## config.mk

```make
export PLATFORM = sky130hd
export DESIGN_NAME = n101_regvec_wr_arb
export DESIGN_NICKNAME = d
export VERILOG_FILES = /design/src/rtl/n101_regvec_wr_arb.sv
export SDC_FILE = /design/constraint.sdc
export NUM_CORES = 1
export LEC_CHECK = 0
export ABC_AREA = 1
export CORE_MARGIN = 5
export CORE_UTILIZATION = 40
export DETAILED_ROUTE_END_ITERATION = 8
export PLACE_DENSITY = 0.83
export REMOVE_ABC_BUFFERS = 1
export SETUP_SLACK_MARGIN = 0.1
export SYNTH_ARGS = -nofsm -noshare
export SYNTH_HDL_FRONTEND = slang
export SYNTH_SLANG_ARGS = --single-unit
```

## constraint.sdc

```tcl
create_clock -name clock -period 4.3 [get_ports clock]
set_clock_uncertainty 0.15 [all_clocks]
set_input_delay 0.86 -clock clock [delete_from_list [all_inputs] [get_ports clock]]
set_output_delay 0.86 -clock clock [all_outputs]
set_load 0.05 [all_outputs]
```

## src/rtl/n101_regvec_wr_arb.sv

```systemverilog
// n101_regvec_wr_arb
//
// Write controller for a WIDTH-bit configuration register vector in the n101
// AON domain. Two requesters (bus and hardware) present masked writes. The
// block grants them round-robin and merges each write into the current
// register contents. It strobes the merged value into the register vector,
// waits SETTLE cycles, then reads the vector back and returns one response.
// The register vector itself, with its own asynchronous reset, lives outside
// this block.
//
// Ports
//   clock, reset        single clock, synchronous active-high reset
//   bus_req_*           bus write request (valid/ready/data/mask)
//   hw_req_*            hardware write request (valid/ready/data/mask)
//   lock                refuses bus writes when high at accept
//   rsp_valid           one-cycle response pulse
//   rsp_src             0 = bus, 1 = hw (valid with rsp_valid)
//   rsp_err             refused or read-back mismatch (valid with rsp_valid)
//   reg_d, reg_en       drive the register vector d / en pins
//   reg_q               register vector q outputs
//   busy                high whenever the controller is not idle
module n101_regvec_wr_arb #(
    parameter int WIDTH  = 5,
    parameter int SETTLE = 3
) (
    input  logic             clock,
    input  logic             reset,
    input  logic             bus_req_valid,
    output logic             bus_req_ready,
    input  logic [WIDTH-1:0] bus_req_data,
    input  logic [WIDTH-1:0] bus_req_mask,
    input  logic             hw_req_valid,
    output logic             hw_req_ready,
    input  logic [WIDTH-1:0] hw_req_data,
    input  logic [WIDTH-1:0] hw_req_mask,
    input  logic             lock,
    output logic             rsp_valid,
    output logic             rsp_src,
    output logic             rsp_err,
    output logic [WIDTH-1:0] reg_d,
    output logic             reg_en,
    input  logic [WIDTH-1:0] reg_q,
    output logic             busy
);

    typedef enum logic [1:0] {
        ST_IDLE   = 2'd0,
        ST_WRITE  = 2'd1,
        ST_SETTLE = 2'd2,
        ST_RESP   = 2'd3
    } state_t;

    // Last settle-count value. It is only meaningful when SETTLE > 0,
    // because ST_SETTLE is skipped entirely otherwise.
    localparam logic [3:0] SETTLE_LAST = (SETTLE > 0) ? 4'(SETTLE - 1) : 4'd0;

    state_t           state_q, state_d;
    logic             ptr_q;      // 0 = bus favoured, 1 = hw favoured
    logic             src_q;
    logic             locked_q;
    logic [WIDTH-1:0] reg_d_q;
    logic [3:0]       cnt_q;

    logic             idle;
    logic             bus_acc, hw_acc, any_acc, acc_locked, cnt_done;
    logic [WIDTH-1:0] sel_data, sel_mask, merged;

    // Arbitration: a lone requester always wins. On a tie the pointer decides.
    always_comb begin
        idle          = (state_q == ST_IDLE);
        bus_req_ready = idle && bus_req_valid && (!hw_req_valid || !ptr_q);
        hw_req_ready  = idle && hw_req_valid  && (!bus_req_valid || ptr_q);
        bus_acc       = bus_req_valid && bus_req_ready;
        hw_acc        = hw_req_valid  && hw_req_ready;
        any_acc       = bus_acc || hw_acc;
        acc_locked    = bus_acc && lock;
        sel_data      = hw_acc ? hw_req_data : bus_req_data;
        sel_mask      = hw_acc ? hw_req_mask : bus_req_mask;
        merged        = (reg_q & ~sel_mask) | (sel_data & sel_mask);
        cnt_done      = (cnt_q == SETTLE_LAST);
    end

    always_ff @(posedge clock) begin
        if (reset) begin
            state_q <= ST_IDLE;
        end else begin
            state_q <= state_d;
        end
    end

    // A refused (locked) bus write skips WRITE and goes straight to RESP.
    always_comb begin
        state_d = state_q;
        unique case (state_q)
            ST_IDLE: begin
                if (any_acc) begin
                    state_d = acc_locked ? ST_RESP : ST_WRITE;
                end
            end
            ST_WRITE: begin
                state_d = (SETTLE > 0) ? ST_SETTLE : ST_RESP;
            end
            ST_SETTLE: begin
                if (cnt_done) begin
                    state_d = ST_RESP;
                end
            end
            ST_RESP: begin
                state_d = ST_IDLE;
            end
            default: begin
                state_d = ST_IDLE;
            end
        endcase
    end

    // Capture the accepted request. The pointer always moves to the side
    // that was not just served, so tied requesters alternate strictly.
    always_ff @(posedge clock) begin
        if (reset) begin
            ptr_q    <= 1'b0;
            src_q    <= 1'b0;
            locked_q <= 1'b0;
            reg_d_q  <= '0;
            cnt_q    <= 4'd0;
        end else begin
            if (any_acc) begin
                src_q    <= hw_acc;
                locked_q <= acc_locked;
                ptr_q    <= bus_acc;
                reg_d_q  <= merged;
            end
            if (state_q == ST_SETTLE) begin
                cnt_q <= cnt_done ? 4'd0 : cnt_q + 4'd1;
            end else begin
                cnt_q <= 4'd0;
            end
        end
    end

    // The read-back compare is done live against reg_q in RESP. An external
    // reset of the vector during settle therefore shows up as an error.
    always_comb begin
        reg_d     = reg_d_q;
        reg_en    = (state_q == ST_WRITE);
        rsp_valid = (state_q == ST_RESP);
        rsp_src   = rsp_valid && src_q;
        rsp_err   = rsp_valid && (locked_q || (reg_q != reg_d_q));
        busy      = (state_q != ST_IDLE);
    end

endmodule

```

==> results.ini, run 1 <==
[min_path]
min_path_type = register to register

[grt]
antenna_found_initial = 0
overflow = 0
grt_max_degree = 11
grt_pass1_vias = 1049
grt_pass1_wl_microns = 4160
grt_usage_pct = 15.4
busiest_layer = met2
grtUsageMet2_pct = 27.3
grtUsageMet3_pct = 2.85
grtUsageMet1_pct = 17.1

[placed_design]
dp_hpwl_microns = 2060
routabilityCongestion = 0.811
dp.cells = 226
place_area_sq_um = 1390
portBuffers = 41
place_ws_ns = 0.644

[drt]
drt_pass1_iterations = 4
wirelength_microns = 2550
num_vias = 1066
vias_per_cell = 4.66
first_iter_violations = 24
drc = 0
routedWlPerCell_microns = 11.1
ant_nets = 0

[cts]
htree_levels = 1
ctsResizeCount = 0
clk_pin_slew_ns = 0.08
clkSinkCount = 14
cts_tree = yes
cts_buffers = 3
clk_latency_ns = 0.28
clock_path_buffers = 2
root_buffer = clkbuf_4
post_cts_buffers = 0
ctsHoldBuffers = 0

[pwr]
peakVddDrop_uv = 383
leakage_nw = 0.717
power_mw = 0.728
p_per_area_nw_per_um2 = 514

[logic_synthesis]
synthesis.area_sq_um = 951
netlist_instances = 158
yosysWarnings = 0
synthFlopType = dfxtp_1
ys_types = 18
ys_seq_elements = 14
synth-async-reset-ratio_pct = 0
synth_edf_count = 0
synth-seq-area-share_pct = 29.5
syn_avg_cell_area_sq_um = 6.02

[timing]
grt_setup_unrepaired = false
slew_viol_final = 0
finalSetupViolCount = 0
hold_viol = 0
fin_crit_ns = 3.65
fin_setup_tns_ns = 0
slew_headroom_pct = 65.4
setup_slack_ns = 0.648
period_share_pct = 84.9
worst_pin_slew_ns = 0.517
fmax_ghz = 0.274

[cells_and_area]
layout_commonest_cell = nand2_1
layout.nets = 240
layout-drive-gt1-share_pct = 4.98
syn_to_final_growth_pct = 48.8
fin_area_sq_um = 1420
finalNonFillerCells = 229
antennaDiodeCount = 0
final_cell_mix = nand2_1, clkdlybuf4s50_1, nor2_1

[critical_path]
worst-setup-path-type = input port to output port
startpoint_type = input port
crit_required_ns = 3.29
crit_path_max_fanout = 8
cp-end-kind = output port
cp_data_arrival_time_ns = 2.64

[floorplan]
start_util_pct = 42.6
fp.dieArea_sq_um = 3450
fp.dieH_microns = 58.8
die_x_microns = 58.8
fp.coreArea_sq_um = 2230
pin_count = 42
rows = 17

[run]
max_cap_viol_count = 0

[status]
status = finished, final reports clean

[cell usage after synthesis, types with 2 or more instances]
cell type | number | share of area, %
nand2_2 | 3 | 2.0
nand2_1 | 44 | 17
a21oi_1 | 10 | 5.3
inv_1 | 26 | 10
ha_1 | 7 | 9.2
o21ai_0 | 3 | 1.6
xor2_1 | 2 | 1.8
dfxtp_1 | 14 | 29
nand3_1 | 9 | 4.7
nor2_1 | 32 | 13
[layout make-up]
type	count	area, sq um
Inverter	28	108
Timing Repair Buffer	41	410
Clock buffer	3	22.5
Tap cell	28	35.0
Sequential cell	14	280
Multi-Input combinational cell	115	559
Fill cell	209	818
[final timing paths]
| check | cells after the start | from | slack [ns] | end |
|---|---|---|---|---|
| worst max-delay path | 6 | hw_req_valid | 0.65 | hw_req_ready |
| worst min-delay path | 2 | locked_q | 0.33 | locked_q |
| worst max register to register | 9 | state_q[0] | 2.61 | reg_d[4] |
| worst min register to register | 2 | locked_q | 0.33 | locked_q |
[worst max-delay path, cell delays in order]
cell             delay [ns]
clkdlybuf4s50_1        0.51
nand2_1                0.12
inv_1                  0.08
nand2_2                0.12
inv_2                  0.14
clkdlybuf4s50_1        0.81
[metrics by stage]
| stage | utilization, % | hold WS [ns] |
|---|---|---|
| after floorplan | - | 0.280 |
| after global placement | 62.4 | 0.292 |
| after detailed placement | 62.4 | 0.316 |
| after CTS | 63.4 | 0.329 |
| after global routing | 63.4 | 0.354 |
| final | 63.4 | 0.325 |
[routing by layer]
layer	vias up	wire, microns
met5	-	0
met4	0	55
met3	7	176
met2	37	1210
met1	461	1100
li1	561	-
[logic make-up after synthesis]
group           synth area share [%]
simple gates                    39.2
fa+ha+maj                       9.21
flops                           29.5
xor+xnor                        2.76
compound gates                  7.63
buf+inv                         11.7
[where the power goes]
part	switching, mW	leakage [nW]	internal (mW)
logic	0.302	0.588	0.169
clock network	0.0389	0.0138	0.0325
registers	0.0266	0.115	0.160
[flip-flops by register name, indices dropped and copies added (netlist names)]
register and flops:
ptr_q 1, locked_q 1, cnt_q 4, reg_d 5, state_q 2, src_q 1
Note: power is estimated with default switching activity, not from simulation.
==> run 2: changes to the inputs <==
CORE_UTILIZATION = 37   (was 40)
PLACE_DENSITY = 0.81   (was 0.83)
clock period = 3.35 ns   (was 4.3 ns; I/O delays follow)
==> results.ini, run 2 (synthesis results as in run 1) <==
[grt]
grt_max_degree = 11  ; unchanged
grt_pass1_vias = 889  ; -15%
grt_pass1_wl_microns = 3710  ; -11%
grt_usage_pct = 13.2  ; -2.2 points
overflow = 0  ; unchanged
antenna_found_initial = 0  ; unchanged

[status]
status = finished, final reports clean

[cts]
cts_tree = yes
root_buffer = clkbuf_4
cts_buffers = 3  ; unchanged
ctsResizeCount = 0  ; unchanged
clk_latency_ns = 0.28  ; about the same
ctsHoldBuffers = 0  ; unchanged
clk_pin_slew_ns = 0.08  ; about the same
clock_path_buffers = 2  ; unchanged
htree_levels = 1  ; unchanged
post_cts_buffers = 0  ; unchanged
clkSinkCount = 14  ; unchanged

[cells_and_area]
antennaDiodeCount = 0  ; unchanged
largest_reg_flops = 5  ; unchanged
layout_commonest_cell = nand2_1
syn_to_final_growth_pct = 51.1
layout-drive-gt1-share_pct = 6.93  ; +2.0 points
layout.nets = 240  ; unchanged
final_cell_mix = nand2_1, clkdlybuf4s50_1, nor2_1

[floorplan]
fp.dieArea_sq_um = 3680  ; +6.7%
pin_count = 42  ; unchanged
fp.dieH_microns = 60.7  ; +3.3%
start_util_pct = 38.4  ; -4.2 points
die_x_microns = 60.7  ; +3.3%
rows = 18  ; +1
fp.coreArea_sq_um = 2480  ; +11%

[placed_design]
portBuffers = 41  ; unchanged
routabilityCongestion = 0.740  ; -8.7%
dp_hpwl_microns = 1840  ; -11%

[critical_path]
slowest_stage = clkdlybuf4s50_1
crit_top_cell = inv_1
path_cells = inv_1 > ha_1 > inv_1 > clkdlybuf4s50_1
crit_path_max_fanout = 4  ; -4
slowest_delay_ns = 0.79  ; -0.02 ns
startpoint_type = register
r2r-start = state_q[0]
crit_start = state_q[0]
cp-end-kind = output port
crit_required_ns = 2.53  ; -0.76 ns
cp_data_arrival_time_ns = 1.89  ; -0.75 ns
worst-setup-path-type = register to output port

[timing]
slew_viol_final = 0  ; unchanged
worst_pin_slew_ns = 0.515  ; -0.00178 ns
period_share_pct = 80.8
fin_setup_tns_ns = 0  ; unchanged
fin_crit_ns = 2.71
fmax_ghz = 0.369
finalSetupViolCount = 0  ; unchanged
grt_setup_unrepaired = false
slew_headroom_pct = 65.5  ; +0.12 points
hold_viol = 0  ; unchanged

[drt]
ant_nets = 0  ; unchanged
num_vias = 1031  ; -3.3%
routedWlPerCell_microns = 9.61  ; -14%
wirelength_microns = 2230  ; -12%
drt_pass1_iterations = 4  ; unchanged
vias_per_cell = 4.44  ; -4.5%
drc = 0  ; unchanged
first_iter_violations = 30  ; +25%

[pwr]
p_per_area_nw_per_um2 = 662  ; +29%
peakVddDrop_uv = 631  ; +65%
power_mw = 0.951  ; +31%
leakage_nw = 0.732  ; +2.2%

[min_path]
worstHoldStart = src_q
min_path_type = register to register

[run]
max_cap_viol_count = 0  ; unchanged

[run 2: final cells by class]
| cell class | count | area (sq um) |
|---|---|---|
| multi-input cells | 115 | 559 |
| fillers | 241 | 1040 |
| inverters | 28 | 108 |
| flip-flops and latches | 14 | 280 |
| clock buffers | 4 | 36.3 |
| well taps | 30 | 37.5 |
| repair buffers | 41 | 415 |
[run 2: stage by stage]
step | util (%) | hold WS, ns | std cells | setup WS [ns] | instance area, sq um
after floorplan | - | 0.280 | 157 | 0.956 | 947
after global placement | 56.5 | 0.299 | 228 | 0.738 | 1400
after detailed placement | 56.5 | 0.303 | 228 | 0.727 | 1400
after CTS | 58.0 | 0.318 | 232 | 0.609 | 1440
after global routing | 58.0 | 0.340 | 232 | 0.514 | 1440
final | 58.0 | 0.316 | 232 | 0.643 | 1440
[run 2: layer usage]
layer / GRT usage (%) / wire length, microns / vias up
li1: - / - / 565
met1: 15.2 / 933 / 432
met2: 22.7 / 1020 / 30
met3: 4.47 / 249 / 4
met4: 4.64 / 26 / 0
met5: 0 / 0 / -
[run 2: power by group]
part / total (mW) / internal (mW) / switching [mW] / leakage (nW)
Clock: 0.120 / 0.0661 / 0.0534 / 0.0210
Sequential: 0.238 / 0.205 / 0.0334 / 0.115
Combinational: 0.594 / 0.220 / 0.374 / 0.596
Total: 0.951 / 0.491 / 0.461 / 0.732
[run 2: worst max-delay path: cells and delay by family (launching register included)]
family	cells	cell delay [ns]
adder cells (fa/ha/maj)	1	0.25
buffers and inverters	3	0.96
flip-flops	1	0.39
[run 2: worst paths after layout]
kind / to / cells past startpoint / slack (ns)
worst max register to register: reg_d[2] / 9 / 1.65
worst max-delay path: busy / 4 / 0.64
worst min-delay path: src_q / 2 / 0.32
worst min register to register: src_q / 2 / 0.32
